[src/rtl/duart_pkg.sv]
// Shared DUART definitions: receive character width, receive FIFO depth
// and the receive entry layout.
package duart_pkg;

  localparam int CHAR_W        = 8;
  localparam int RX_FIFO_DEPTH = 3;

  typedef struct packed {
    logic [CHAR_W-1:0] ch;
    logic              pe;
    logic              fe;
    logic              rb;
  } rx_entry_t;

endpackage

[src/rtl/duart_fifo_mem.sv]
// Receive FIFO entry storage: register array with one write port and an
// asynchronous read port.
module duart_fifo_mem #(
  parameter int DEPTH = 3,
  parameter int WIDTH = 11,
  parameter int AW    = 2
) (
  input  logic             clk,
  input  logic             we,
  input  logic [AW-1:0]    waddr,
  input  logic [WIDTH-1:0] wdata,
  input  logic [AW-1:0]    raddr,
  output logic [WIDTH-1:0] rdata
);

  logic [WIDTH-1:0] mem [DEPTH];

  always_ff @(posedge clk) begin
    if (we) mem[waddr] <= wdata;
  end

  assign rdata = mem[raddr];

endmodule

[src/rtl/rx_holding_fifo.sv]
// DUART receive FIFO with an extra holding stage behind it; pops once per
// bus read access on the falling edge of rd, flags sticky overrun.
module rx_holding_fifo
  import duart_pkg::*;
#(
  parameter int DEPTH  = RX_FIFO_DEPTH,
  parameter int CHAR_W = duart_pkg::CHAR_W
) (
  input  logic              clk,
  input  logic              rst,
  input  logic [CHAR_W-1:0] rx_char,
  input  logic              rx_valid,
  input  logic              rx_pe,
  input  logic              rx_fe,
  input  logic              rx_rb,
  input  logic              rd,
  input  logic              clr_ovr,
  output logic [CHAR_W-1:0] rd_data,
  output logic              st_pe,
  output logic              st_fe,
  output logic              st_rb,
  output logic              rx_rdy,
  output logic              ffull,
  output logic              ovr
);

  localparam int AW = (DEPTH > 1) ? $clog2(DEPTH) : 1;
  localparam int CW = $clog2(DEPTH + 1);
  localparam int EW = CHAR_W + 3;

  typedef struct packed {
    logic [CHAR_W-1:0] ch;
    logic              pe;
    logic              fe;
    logic              rb;
  } entry_t;

  logic [AW-1:0] wptr, rptr, rptr_inc;
  logic [CW-1:0] cnt;
  logic          rd_q, hold_vld;
  entry_t        hold, new_ent, wdata, head, next_head;
  logic [EW-1:0] mem_rdata;
  logic          full, empty, pop, mv_hold, wr_new, we, ld_hold, overrun, load_head;

  function automatic logic [AW-1:0] ptr_inc(input logic [AW-1:0] p);
    return (p == AW'(DEPTH - 1)) ? '0 : p + 1'b1;
  endfunction

  assign new_ent  = '{ch: rx_char, pe: rx_pe, fe: rx_fe, rb: rx_rb};
  assign full     = (cnt == CW'(DEPTH));
  assign empty    = (cnt == '0);
  assign rptr_inc = ptr_inc(rptr);

  // Pop first, then the incoming character: a pop with the holding stage
  // occupied refills the FIFO from it, so a coincident rx_valid lands in
  // the freed holding stage instead of overrunning.
  assign pop      = rd_q & ~rd & ~empty;
  assign mv_hold  = pop & hold_vld;
  assign wr_new   = rx_valid & ~mv_hold & (~full | pop);
  assign we       = mv_hold | wr_new;
  assign wdata    = mv_hold ? hold : new_ent;
  assign ld_hold  = rx_valid & ~wr_new;
  assign overrun  = rx_valid & full & hold_vld & ~pop;

  // New head is the next stored slot, or the entry being written when the
  // FIFO is (or is about to be) down to that single entry.
  assign load_head = (empty & we) | (pop & ((cnt > CW'(1)) | we));
  assign next_head = (pop && (cnt > CW'(1))) ? entry_t'(mem_rdata) : wdata;

  duart_fifo_mem #(
    .DEPTH (DEPTH),
    .WIDTH (EW),
    .AW    (AW)
  ) u_mem (
    .clk   (clk),
    .we    (we & ~rst),
    .waddr (wptr),
    .wdata (wdata),
    .raddr (rptr_inc),
    .rdata (mem_rdata)
  );

  always_ff @(posedge clk) begin
    if (rst) begin
      rd_q     <= 1'b0;
      wptr     <= '0;
      rptr     <= '0;
      cnt      <= '0;
      hold_vld <= 1'b0;
      ovr      <= 1'b0;
      head     <= '0;
    end else begin
      rd_q <= rd;
      if (we)  wptr <= ptr_inc(wptr);
      if (pop) rptr <= rptr_inc;
      if (we & ~pop)      cnt <= cnt + 1'b1;
      else if (pop & ~we) cnt <= cnt - 1'b1;
      if (ld_hold)      hold_vld <= 1'b1;
      else if (mv_hold) hold_vld <= 1'b0;
      if (overrun)      ovr <= 1'b1;
      else if (clr_ovr) ovr <= 1'b0;
      if (load_head) head <= next_head;
    end
  end

  always_ff @(posedge clk) begin
    if (ld_hold) hold <= new_ent;
  end

  assign rd_data = head.ch;
  assign st_pe   = head.pe;
  assign st_fe   = head.fe;
  assign st_rb   = head.rb;
  assign rx_rdy  = ~empty;
  assign ffull   = full;

endmodule
[config.mk]
export PLATFORM = sky130hd
export DESIGN_NAME = rx_holding_fifo
export DESIGN_NICKNAME = d
export VERILOG_FILES = /design/src/rtl/duart_pkg.sv /design/src/rtl/duart_fifo_mem.sv /design/src/rtl/rx_holding_fifo.sv
export SDC_FILE = /design/constraint.sdc
export NUM_CORES = 1
export LEC_CHECK = 0
export ABC_CLOCK_PERIOD_IN_PS = 3800
export CAP_MARGIN = 20
export CORE_UTILIZATION = 55
export DETAILED_ROUTE_END_ITERATION = 10
export GPL_ROUTABILITY_DRIVEN = 0
export PLACE_DENSITY = 0.9
export SYNTH_ARGS = -nofsm -noshare
export SYNTH_HDL_FRONTEND = slang
export SYNTH_SLANG_ARGS = --single-unit
[constraint.sdc]
create_clock -name clk -period 3.8 [get_ports clk]
set_input_delay 0.38 -clock clk [delete_from_list [all_inputs] [get_ports clk]]
set_output_delay 0.38 -clock clk [all_outputs]
set_load 0.01 [all_outputs]
==> flow_summary.yaml <==
synth:
  syn_avg_cell_area_um2: 13.5
  synth_edf_count: 44
  ys_ff_latch: 64
  synth_nets: 221
  ys.warnings.count: 0
  syn_area_um2: 2720
  synth_cell_types: 30
  ys.flop_type: "edfxtp_1"
  postSynth.asyncResetShare_pct: 0
  synthCells: 201
  ys_seq_area_share_pct: 63.3
worst_setup_path:
  critPathLaunchType: "flip-flop"
  arrival_ps: 2820
  path_max_fanout: 12
  cp-end-kind: "flip-flop"
  required_ps: 3760
  critPathKind: "reg2reg"
sta:
  hold_ws_ps: 468
  min_period_over_period_pct: 75.3
  rsz0062_at_grt: "false"
  fin_skew_ps: 8.14
  hold_viol_final: 0
  fmaxAchievable_ghz: 0.349
  fin_setup_tns_ps: 0
  setup_viol: 0
  layout_setup_ws_ps: 937
  min_period_ps: 2860
  tightest_slew_ps: 933
  maxSlewViolCount: 0
  slew_headroom_pct: 37.6
global_routing:
  grt_max_degree: 23
  grt_pass1_wl_um: 7070
  grt_pass1_vias: 1493
  grt_overflow: 0
  track_usage_pct: 18.8
  antenna_found_initial: 0
floorplanning:
  die_area_um2: 5230
  ios: 30
  core_area_um2: 4750
  initial_core_util_pct: 57.2
  fp.dieW_um: 72.3
  die_y_um: 72.3
  rows: 25
clock_tree:
  clock-root-buffer: "clkbuf_8"
  cts_sinks: 64
  post_cts_hold_buffer_count: 0
  insertion_delay_ps: 340
  cts_buffers: 9
  cts_tree: "built"
  cts_post_setup_buffers_inserted: 0
  htreeDepth: 3
  path_clk_slew_ps: 60
  clockBufferDepth: 2
  cts_resized: 0
route:
  drt-initial-drc-count: 96
  routed_wl_um: 4370
  antenna_left: 0
  drc: 0
  vias_per_cell: 5.31
  dr.pass1.iters: 4
  dr_total_vias: 1610
  wl_per_cell_um: 14.4
placed_design:
  port_buffers: 29
  pre_cts_slack_ps: 801
  dpl-instance-area_um2: 3040
  dpl.hpwl_um: 3160
power:
  p_sw_share_pct: 24.1
  intPower_mw: 1.29
  ir_worst_vdd_mv: 0.240
  power.density_nw_per_um2: 524
  leakagePower_nw: 1.11
  sequentialPowerShare_pct: 48.4
  clock_power_share_pct: 36.1
  switching_power_mw: 0.411
  pwr-share-comb_pct: 15.5
final_layout:
  area_growth_syn_to_layout_pct: 19.4
  final_nets: 252
  final_util_pct: 68.3
  n_antenna_cell: 0
  fillers: 349
  drive_above_1_share_pct: 17.8
  postLayoutCellArea_um2: 3250
min_path:
  hp-class: "reg2reg"
status:
  outcome: "finished clean"
flow_run:
  cap_violations: 0
==> cells by family after synthesis <==
| kind of cell | after synthesis | share of synthesized area, % |
|---|---|---|
| flops | 64 | 63.3 |
| simple gates | 60 | 10.4 |
| compound gates | 30 | 10.9 |
| mux | 24 | 9.34 |
| buf+inv | 17 | 3.54 |
| fa+ha+maj | 4 | 1.84 |
| xor+xnor | 2 | 0.644 |
==> flip-flops by register name, summed over array words and instances, names as in the netlist <==
signal and flops:
st_pe 1, u_mem.mem 33, st_fe 1, hold 11
wptr 2, rd_data 8, st_rb 1, rptr 2
ovr 1, cnt 2, rd_q 1, hold_vld 1
==> metal layers <==
layer / global-route usage, % / up-vias / part of all wire, %
li1: - / 802 / -
met1: 26.7 / 762 / 50
met2: 26.1 / 35 / 44
met3: 3.75 / 11 / 3.0
met4: 13.1 / 0 / 2.9
met5: 0 / - / 0
==> final timing paths <==
path | endpoint | slack, ps | cells after the start | startpoint
setup / recovery | u_mem.mem[1][0]$_DFFE_PP_ | 940 | 6 | cnt[0]$_SDFFE_PP0P_
hold / removal | ovr$_SDFFE_PP0P_ | 470 | 2 | ovr$_SDFFE_PP0P_
setup reg to reg | u_mem.mem[1][0]$_DFFE_PP_ | 940 | 6 | cnt[0]$_SDFFE_PP0P_
hold reg to reg | ovr$_SDFFE_PP0P_ | 470 | 2 | ovr$_SDFFE_PP0P_
==> placed cells by master (no fill, tap or decap), drive strengths merged <==
cell type | synthesis | final
a311oi | 11 | 11
or3b | 1 | 1
clkinvlp | 0 | 1
clkdlybuf4s50 | 0 | 29
a21oi | 5 | 5
mux2i | 13 | 13
buf | 7 | 3
mux2 | 11 | 11
nand2 | 22 | 22
or2 | 1 | 1
a22oi | 1 | 1
nor3b | 2 | 2
o22ai | 1 | 1
edfxtp | 44 | 44
xor2 | 2 | 2
nor2b | 3 | 3
nor3 | 2 | 2
nand2b | 3 | 3
a2bb2oi | 1 | 1
clkinv | 0 | 3
inv | 5 | 5
nand4 | 1 | 1
and4bb | 1 | 1
ha | 4 | 4
nand3b | 1 | 1
clkbuf | 5 | 9
o211ai | 11 | 11
bufinv | 0 | 2
nor2 | 23 | 23
dfxtp | 20 | 20
==> critical path, cell delays in order, from the launching register on <==
cell,delay [ps]
dfxtp_1,390
inv_1,70
ha_1,240
or3b_4,500
o22ai_1,400
nand2b_1,160
nor2b_1,740
==> cell type report <==
cell class / instances / area, um2 / area share, %
Clock inverter: 6 / 85.1 / 2.62
Timing Repair Buffer: 32 / 313 / 9.63
Sequential cell: 64 / 1720 / 53.0
Multi-Input combinational cell: 120 / 901 / 27.7
Clock buffer: 9 / 124 / 3.82
Tap cell: 67 / 83.8 / 2.58
Inverter: 5 / 18.8 / 0.578
==> Yosys cell counts (all sizes together), types with 2 or more instances <==
cell type	instances	area, um2
nand2	22	82.6
mux2i	13	130
a21oi	5	25.0
buf	7	58.8
nor3b	2	15.0
edfxtp	44	1320
inv	5	18.8
ha	4	50.1
mux2	11	124
a311oi	11	153
nor3	2	10.0
dfxtp	20	400
xor2	2	17.5
nor2b	3	18.8
nand2b	3	18.8
o211ai	11	82.6
nor2	23	93.8
clkbuf	5	18.8
==> per-stage QoR <==
stage / std cells / total power [mW]
6_report: 303 / 1.70
5_1_grt: 303 / 1.77
4_1_cts: 303 / 1.71
3_5_place_dp: 288 / 1.10
3_3_place_gp: 288 / 1.09
2_1_floorplan: 201 / 1.01
==> power by group through the flow <==
| stage | logic, mW | registers, mW | clock network, mW |
|---|---|---|---|
| floorplan | 0.167 | 0.843 | 0 |
| global placement | 0.256 | 0.836 | 0 |
| detailed placement | 0.264 | 0.841 | 0 |
| CTS | 0.265 | 0.825 | 0.621 |
| global route | 0.289 | 0.830 | 0.647 |
| finish | 0.264 | 0.824 | 0.614 |
Note: power is estimated with default switching activity, not from simulation.
